### config.mk
export PLATFORM = sky130hd
export DESIGN_NAME = mem_port_arbiter
export DESIGN_NICKNAME = d
export VERILOG_FILES = /design/src/rtl/mem_port_arbiter.sv
export SDC_FILE = /design/constraint.sdc
export NUM_CORES = 1
export LEC_CHECK = 0
export CORE_ASPECT_RATIO = 1.25
export CORE_MARGIN = 5
export CORE_UTILIZATION = 39
export CTS_BUF_LIST = sky130_fd_sc_hd__clkbuf_4
export DETAILED_ROUTE_END_ITERATION = 12
export PLACE_DENSITY = 0.79
export SETUP_SLACK_MARGIN = 0.5
export SLEW_MARGIN = 0
export SYNTH_ARGS = -nofsm -noshare
export SYNTH_HDL_FRONTEND = slang
export SYNTH_SLANG_ARGS = --single-unit
### constraint.sdc
create_clock -name i_clk -period 1.8 [get_ports i_clk]
set_clock_uncertainty 0.1 [all_clocks]
set_input_delay 0.36 -clock i_clk [delete_from_list [all_inputs] [get_ports i_clk]]
set_output_delay 0.36 -clock i_clk [all_outputs]
set_load 0.1 [all_outputs]
### src/rtl/mem_port_arbiter.sv
// mem_port_arbiter: shares one single-port instruction/data memory between the IF fetch
// and the MEM-stage load/store. Each access runs over a ready-handshake bus with a timeout,
// returns data with a one-cycle grant pulse, and drives the pipeline hold signals.
// Ports:
//   i_clk, i_rst_n, i_clk_en         clock, async active-low reset, global enable
//   i_if_req/i_if_addr               fetch request; o_if_gnt/o_if_rdata response
//   i_mem_req/we/addr/wdata/be       load/store request; o_mem_gnt/o_mem_rdata response
//   o_bus_req/we/addr/wdata/be       registered bus command; i_bus_ready/i_bus_rdata reply
//   o_pc_wr_en_h, o_if_id_stall_h,
//   o_mem_stall_h                    combinational pipeline holds
//   o_timeout_err                    sticky bus timeout flag
module mem_port_arbiter #(
  parameter int unsigned ADDR_W   = 32,
  parameter int unsigned DATA_W   = 32,
  parameter int unsigned MAX_WAIT = 15
) (
  input  logic              i_clk,
  input  logic              i_rst_n,
  input  logic              i_clk_en,
  input  logic              i_if_req,
  input  logic [ADDR_W-1:0] i_if_addr,
  output logic              o_if_gnt,
  output logic [DATA_W-1:0] o_if_rdata,
  input  logic              i_mem_req,
  input  logic              i_mem_we,
  input  logic [ADDR_W-1:0] i_mem_addr,
  input  logic [DATA_W-1:0] i_mem_wdata,
  input  logic [3:0]        i_mem_be,
  output logic              o_mem_gnt,
  output logic [DATA_W-1:0] o_mem_rdata,
  output logic              o_bus_req,
  output logic              o_bus_we,
  output logic [ADDR_W-1:0] o_bus_addr,
  output logic [DATA_W-1:0] o_bus_wdata,
  output logic [3:0]        o_bus_be,
  input  logic              i_bus_ready,
  input  logic [DATA_W-1:0] i_bus_rdata,
  output logic              o_pc_wr_en_h,
  output logic              o_if_id_stall_h,
  output logic              o_mem_stall_h,
  output logic              o_timeout_err
);

  localparam int unsigned CNT_W = $clog2(MAX_WAIT + 1);
  localparam logic [CNT_W-1:0]  CNT_LAST = CNT_W'(MAX_WAIT - 1);
  localparam logic [DATA_W-1:0] NOP_INSN = DATA_W'(32'h0000_0013);

  typedef enum logic [2:0] {
    S_IDLE,
    S_BUS_IF,
    S_BUS_MEM,
    S_RESP_IF,
    S_RESP_MEM
  } state_t;

  state_t            state, state_nxt;
  logic [CNT_W-1:0]  cnt, cnt_nxt;
  logic              timeout_hit;

  logic              bus_req_nxt, bus_we_nxt, if_gnt_nxt, mem_gnt_nxt, timeout_err_nxt;
  logic [ADDR_W-1:0] bus_addr_nxt;
  logic [DATA_W-1:0] bus_wdata_nxt, if_rdata_nxt, mem_rdata_nxt;
  logic [3:0]        bus_be_nxt;
  logic              if_stall;

  // Last permitted wait cycle expired without a ready
  assign timeout_hit = (cnt == CNT_LAST) && !i_bus_ready;

  // State register plus all registered outputs; everything freezes while i_clk_en is low
  always_ff @(posedge i_clk or negedge i_rst_n) begin
    if (!i_rst_n) begin
      state         <= S_IDLE;
      cnt           <= '0;
      o_bus_req     <= 1'b0;
      o_bus_we      <= 1'b0;
      o_bus_addr    <= '0;
      o_bus_wdata   <= '0;
      o_bus_be      <= 4'b0000;
      o_if_gnt      <= 1'b0;
      o_mem_gnt     <= 1'b0;
      o_if_rdata    <= '0;
      o_mem_rdata   <= '0;
      o_timeout_err <= 1'b0;
    end else if (i_clk_en) begin
      state         <= state_nxt;
      cnt           <= cnt_nxt;
      o_bus_req     <= bus_req_nxt;
      o_bus_we      <= bus_we_nxt;
      o_bus_addr    <= bus_addr_nxt;
      o_bus_wdata   <= bus_wdata_nxt;
      o_bus_be      <= bus_be_nxt;
      o_if_gnt      <= if_gnt_nxt;
      o_mem_gnt     <= mem_gnt_nxt;
      o_if_rdata    <= if_rdata_nxt;
      o_mem_rdata   <= mem_rdata_nxt;
      o_timeout_err <= timeout_err_nxt;
    end
  end

  // Next state: MEM wins in IDLE; after a response the served side is masked
  always_comb begin
    state_nxt = state;
    case (state)
      S_IDLE: begin
        if (i_mem_req)     state_nxt = S_BUS_MEM;
        else if (i_if_req) state_nxt = S_BUS_IF;
      end
      S_BUS_IF: begin
        if (i_bus_ready || timeout_hit) state_nxt = S_RESP_IF;
      end
      S_BUS_MEM: begin
        if (i_bus_ready || timeout_hit) state_nxt = S_RESP_MEM;
      end
      S_RESP_IF: begin
        state_nxt = i_mem_req ? S_BUS_MEM : S_IDLE;
      end
      S_RESP_MEM: begin
        state_nxt = i_if_req ? S_BUS_IF : S_IDLE;
      end
      default: state_nxt = S_IDLE;
    endcase
  end

  // Next values of the registered outputs and wait counter
  always_comb begin
    cnt_nxt         = cnt;
    bus_req_nxt     = o_bus_req;
    bus_we_nxt      = o_bus_we;
    bus_addr_nxt    = o_bus_addr;
    bus_wdata_nxt   = o_bus_wdata;
    bus_be_nxt      = o_bus_be;
    if_gnt_nxt      = 1'b0;
    mem_gnt_nxt     = 1'b0;
    if_rdata_nxt    = o_if_rdata;
    mem_rdata_nxt   = o_mem_rdata;
    timeout_err_nxt = o_timeout_err;

    if (state == S_BUS_IF || state == S_BUS_MEM) begin
      if (i_bus_ready || timeout_hit) begin
        bus_req_nxt = 1'b0;
        if (timeout_hit) timeout_err_nxt = 1'b1;
        if (state == S_BUS_IF) begin
          if_gnt_nxt   = 1'b1;
          if_rdata_nxt = i_bus_ready ? i_bus_rdata : NOP_INSN;
        end else begin
          mem_gnt_nxt   = 1'b1;
          mem_rdata_nxt = i_bus_ready ? i_bus_rdata : '0;
        end
      end else begin
        cnt_nxt = CNT_W'(cnt + 1'b1);
      end
    end else if (state_nxt == S_BUS_MEM) begin
      // Launch a data access
      bus_req_nxt   = 1'b1;
      bus_we_nxt    = i_mem_we;
      bus_addr_nxt  = i_mem_addr;
      bus_wdata_nxt = i_mem_wdata;
      bus_be_nxt    = i_mem_be;
      cnt_nxt       = '0;
    end else if (state_nxt == S_BUS_IF) begin
      // Launch a full-word instruction read
      bus_req_nxt   = 1'b1;
      bus_we_nxt    = 1'b0;
      bus_addr_nxt  = i_if_addr;
      bus_wdata_nxt = '0;
      bus_be_nxt    = 4'b1111;
      cnt_nxt       = '0;
    end
  end

  // Pipeline holds: a requester is stalled until the cycle its grant is visible
  assign if_stall        = i_if_req & ~o_if_gnt;
  assign o_mem_stall_h   = i_mem_req & ~o_mem_gnt;
  assign o_if_id_stall_h = if_stall | o_mem_stall_h;
  assign o_pc_wr_en_h    = ~o_if_id_stall_h;

endmodule

==> flow_summary.toml <==
[synthesis]
mappedNetlistArea_um2 = 6130
synth_area_leaders = "dfrtp_1 (59%), nand2_1 (6.1%), mux2i_1 (5.2%)"
synth-seq-cells = 144
synthCells = 579
yosysSeqAreaShare_pct = 58.8
yosys.area.top_type = "dfrtp_1"
yosysWarnings = 0
synth_top_cell_area_share_pct = 58.8
synthesis.nets = 720
synth-edff-count = 0
synth_top_flop_cell = "dfrtp_1"
synthArstFlopShare_pct = 100
synth.avg_cell_area_um2 = 10.6
synth_cell_types = 47

[critical_path]
cp_common_cell = "buf_6"
endpoint_kind = "register"
crit_path_start_kind = "register"
cp_max_fo = 8
crit_required_ns = 2.16
critPathTopFamily = "buffers and inverters"
worst-path-buf-inv = 5
slowest_stage = "dfrtp_1"
crit_type = "reg -> reg"
crit_chain = "inv_2 > ha_4 > buf_12 > nand3_4 > a22oi_4 > buf_6 > buf_6 > buf_16 > mux2i_1 > o21ai_1"
cp_slowest_stage_delay_ns = 0.43
arrival_ns = 2.56

[routing]
drc = 0
drt_iter0_drc = 756
drtAntennaViolNets = 0
first_pass_iters = 6
totalWireLength_mm = 37.7
vias_per_cell = 5.99
vias = 7369
wire_per_inst_um = 30.6

[run]
maxCapViolCount = 0

[run_status]
status = "complete, but fails checks"
failed_checks = "setup timing"

[cells_and_area]
final_cell_mix = "buf_12 (162), dfrtp_2 (137), clkdlybuf4s50_1 (135)"
final_core_util_pct = 91.9
drive_above_1_share_pct = 66.0
nNetsFinal = 1144
syn_to_final_growth_pct = 133
final_common_cell = "buf_12"
nFillCells = 492

[grt]
grt_pass1_wl_mm = 43.1
grt_max_degree = 65
grt_usage_pct = 31.9
overflow = 0
grt_pass1_vias = 7150
antenna_found_initial = 3

[worst_hold_path]
min_path_type = "in -> async"

[clock_network]
htreeDepth = 4
cts_sinks = 144
clock_latency_ns = 0.61
clk_pin_slew_ns = 0.17
clk_root_buffer_cell = "clkbuf_4"
cts_buffer_depth = 2
cts_tree = "built"
numCtsBuffers = 17

[floorplanning]
fp.dieH_um = 150
io_pins = 279
coreArea_um2 = 15500
dieWidth_um = 122
start_util_pct = 39.5
num_rows = 51
die_area_um2 = 18300

[sta]
min_period_over_period_pct = 122
tightest_slew_ns = 1.14
hold_viol = 0
grt_setup_unrepaired = "true"
fmax_mhz = 455
setup_slack_ns = -0.399
final.min_clock_period_ns = 2.20
slew_viol_final = 0
setup_viol = 143
relSlewSlack_pct = 24.1

[place]
io_buffers = 278
dp_hpwl_mm = 15.7
gp_congestion = 0.856
worst paths after layout:
check	start	end	slack (ns)	cells past startpoint
min	i_rst_n	o_if_rdata[28]$_DFFE_PN0P_	0.10	2
min reg2reg	o_bus_addr[8]$_DFFE_PN0P_	o_bus_addr[8]$_DFFE_PN0P_	0.45	2
max in group asynchronous	i_rst_n	o_bus_wdata[19]$_DFFE_PN0P_	0.89	3
min in group i_clk	i_bus_ready	o_timeout_err$_DFFE_PN0P_	0.18	3
max	cnt[0]$_DFFE_PN0P_	o_bus_addr[17]$_DFFE_PN0P_	-0.40	10
max reg2reg	cnt[0]$_DFFE_PN0P_	o_bus_addr[17]$_DFFE_PN0P_	-0.40	10
final cells by class:
cell class | instances | area [µm²] | share of cell area [%]
diodes | 3 | 7.51 | 0.0527
clock buffers | 18 | 135 | 0.948
clock inverters | 14 | 180 | 1.26
inverters | 40 | 156 | 1.10
multi-input cells | 353 | 3280 | 23.0
flip-flops and latches | 144 | 3780 | 26.5
well taps | 212 | 265 | 1.86
repair buffers | 447 | 6450 | 45.2
synthesized netlist by cell type, types with 3 or more instances:
library cell	instances
a22o_1	34
a31o_2	3
a31oi_1	6
buf_2	15
buf_6	5
clkbuf_1	19
dfrtp_1	144
inv_1	40
mux2i_1	32
nand2_1	99
nand3_1	63
nor2_1	8
nor2b_1	3
o21ai_0	34
o21ai_1	30
o22a_1	4
per-stage QoR:
stage	std cells	setup WS, ns	setup TNS, ns	area, µm²	hold slack, ns
6_report	1231	-0.399	-27.71	14200	0.100
5_1_grt	1231	-0.420	-29.49	14200	0.0811
4_1_cts	1179	-0.318	-7.99	13300	0.0782
3_5_place_dp	1067	-0.342	-33.04	11200	0.179
3_3_place_gp	1067	-0.294	-29.15	11200	0.176
2_1_floorplan	579	-0.693	-0.886	6720	-0.0356
worst reg2reg max path, delay by kind of cell, from the launching register on:
| family | cells | cell delay, ns |
|---|---|---|
| compound gates | 2 | 0.44 |
| flops | 1 | 0.43 |
| simple gates | 1 | 0.11 |
| fa+ha+maj | 1 | 0.16 |
| mux | 1 | 0.24 |
| buf+inv | 5 | 0.60 |
flip-flops by register name (all words and copies together) (netlist names):
signal and flops:
cnt 4, o_bus_addr 32, o_bus_be 4, o_bus_req 1
o_bus_wdata 32, o_bus_we 1, o_if_gnt 1, o_if_rdata 32
o_mem_gnt 1, o_mem_rdata 32, o_timeout_err 1, state 3
routing by layer:
metal	up-vias	wire length (µm)	GRT usage (%)
met3	236	3300	8.72
met2	580	19300	57.4
met5	-	0	0
met1	3688	11600	32.7
met4	0	3480	19.3
li1	2865	-	-
logic make-up (layout without fill, tap and decap cells):
logic type               after synthesis  count (layout)  share of synthesized area, %
multiplexers                          34              34                          5.59
other                                  0               3                             0
buffers and inverters                 82             519                          6.06
XOR/XNOR                               1               1                         0.449
AO/OA/AOI/OAI                        125             125                          14.2
AND/OR/NAND/NOR                      191             191                          14.5
flip-flops                           144             144                          58.8
adder cells (fa/ha/maj)                2               2                         0.408
repair_timing:
item                                    CTS  global route
buffers inserted                         54            49
pin swaps                                89            54
gates cloned                             25             0
endpoints found under the setup margin  283           284
gates resized for setup                 168           123
hold endpoints to repair                144             0
hold buffers                              1             0
Power is not shown: default switching activity piles up to over one toggle a cycle in this logic, so the estimate is an artifact.
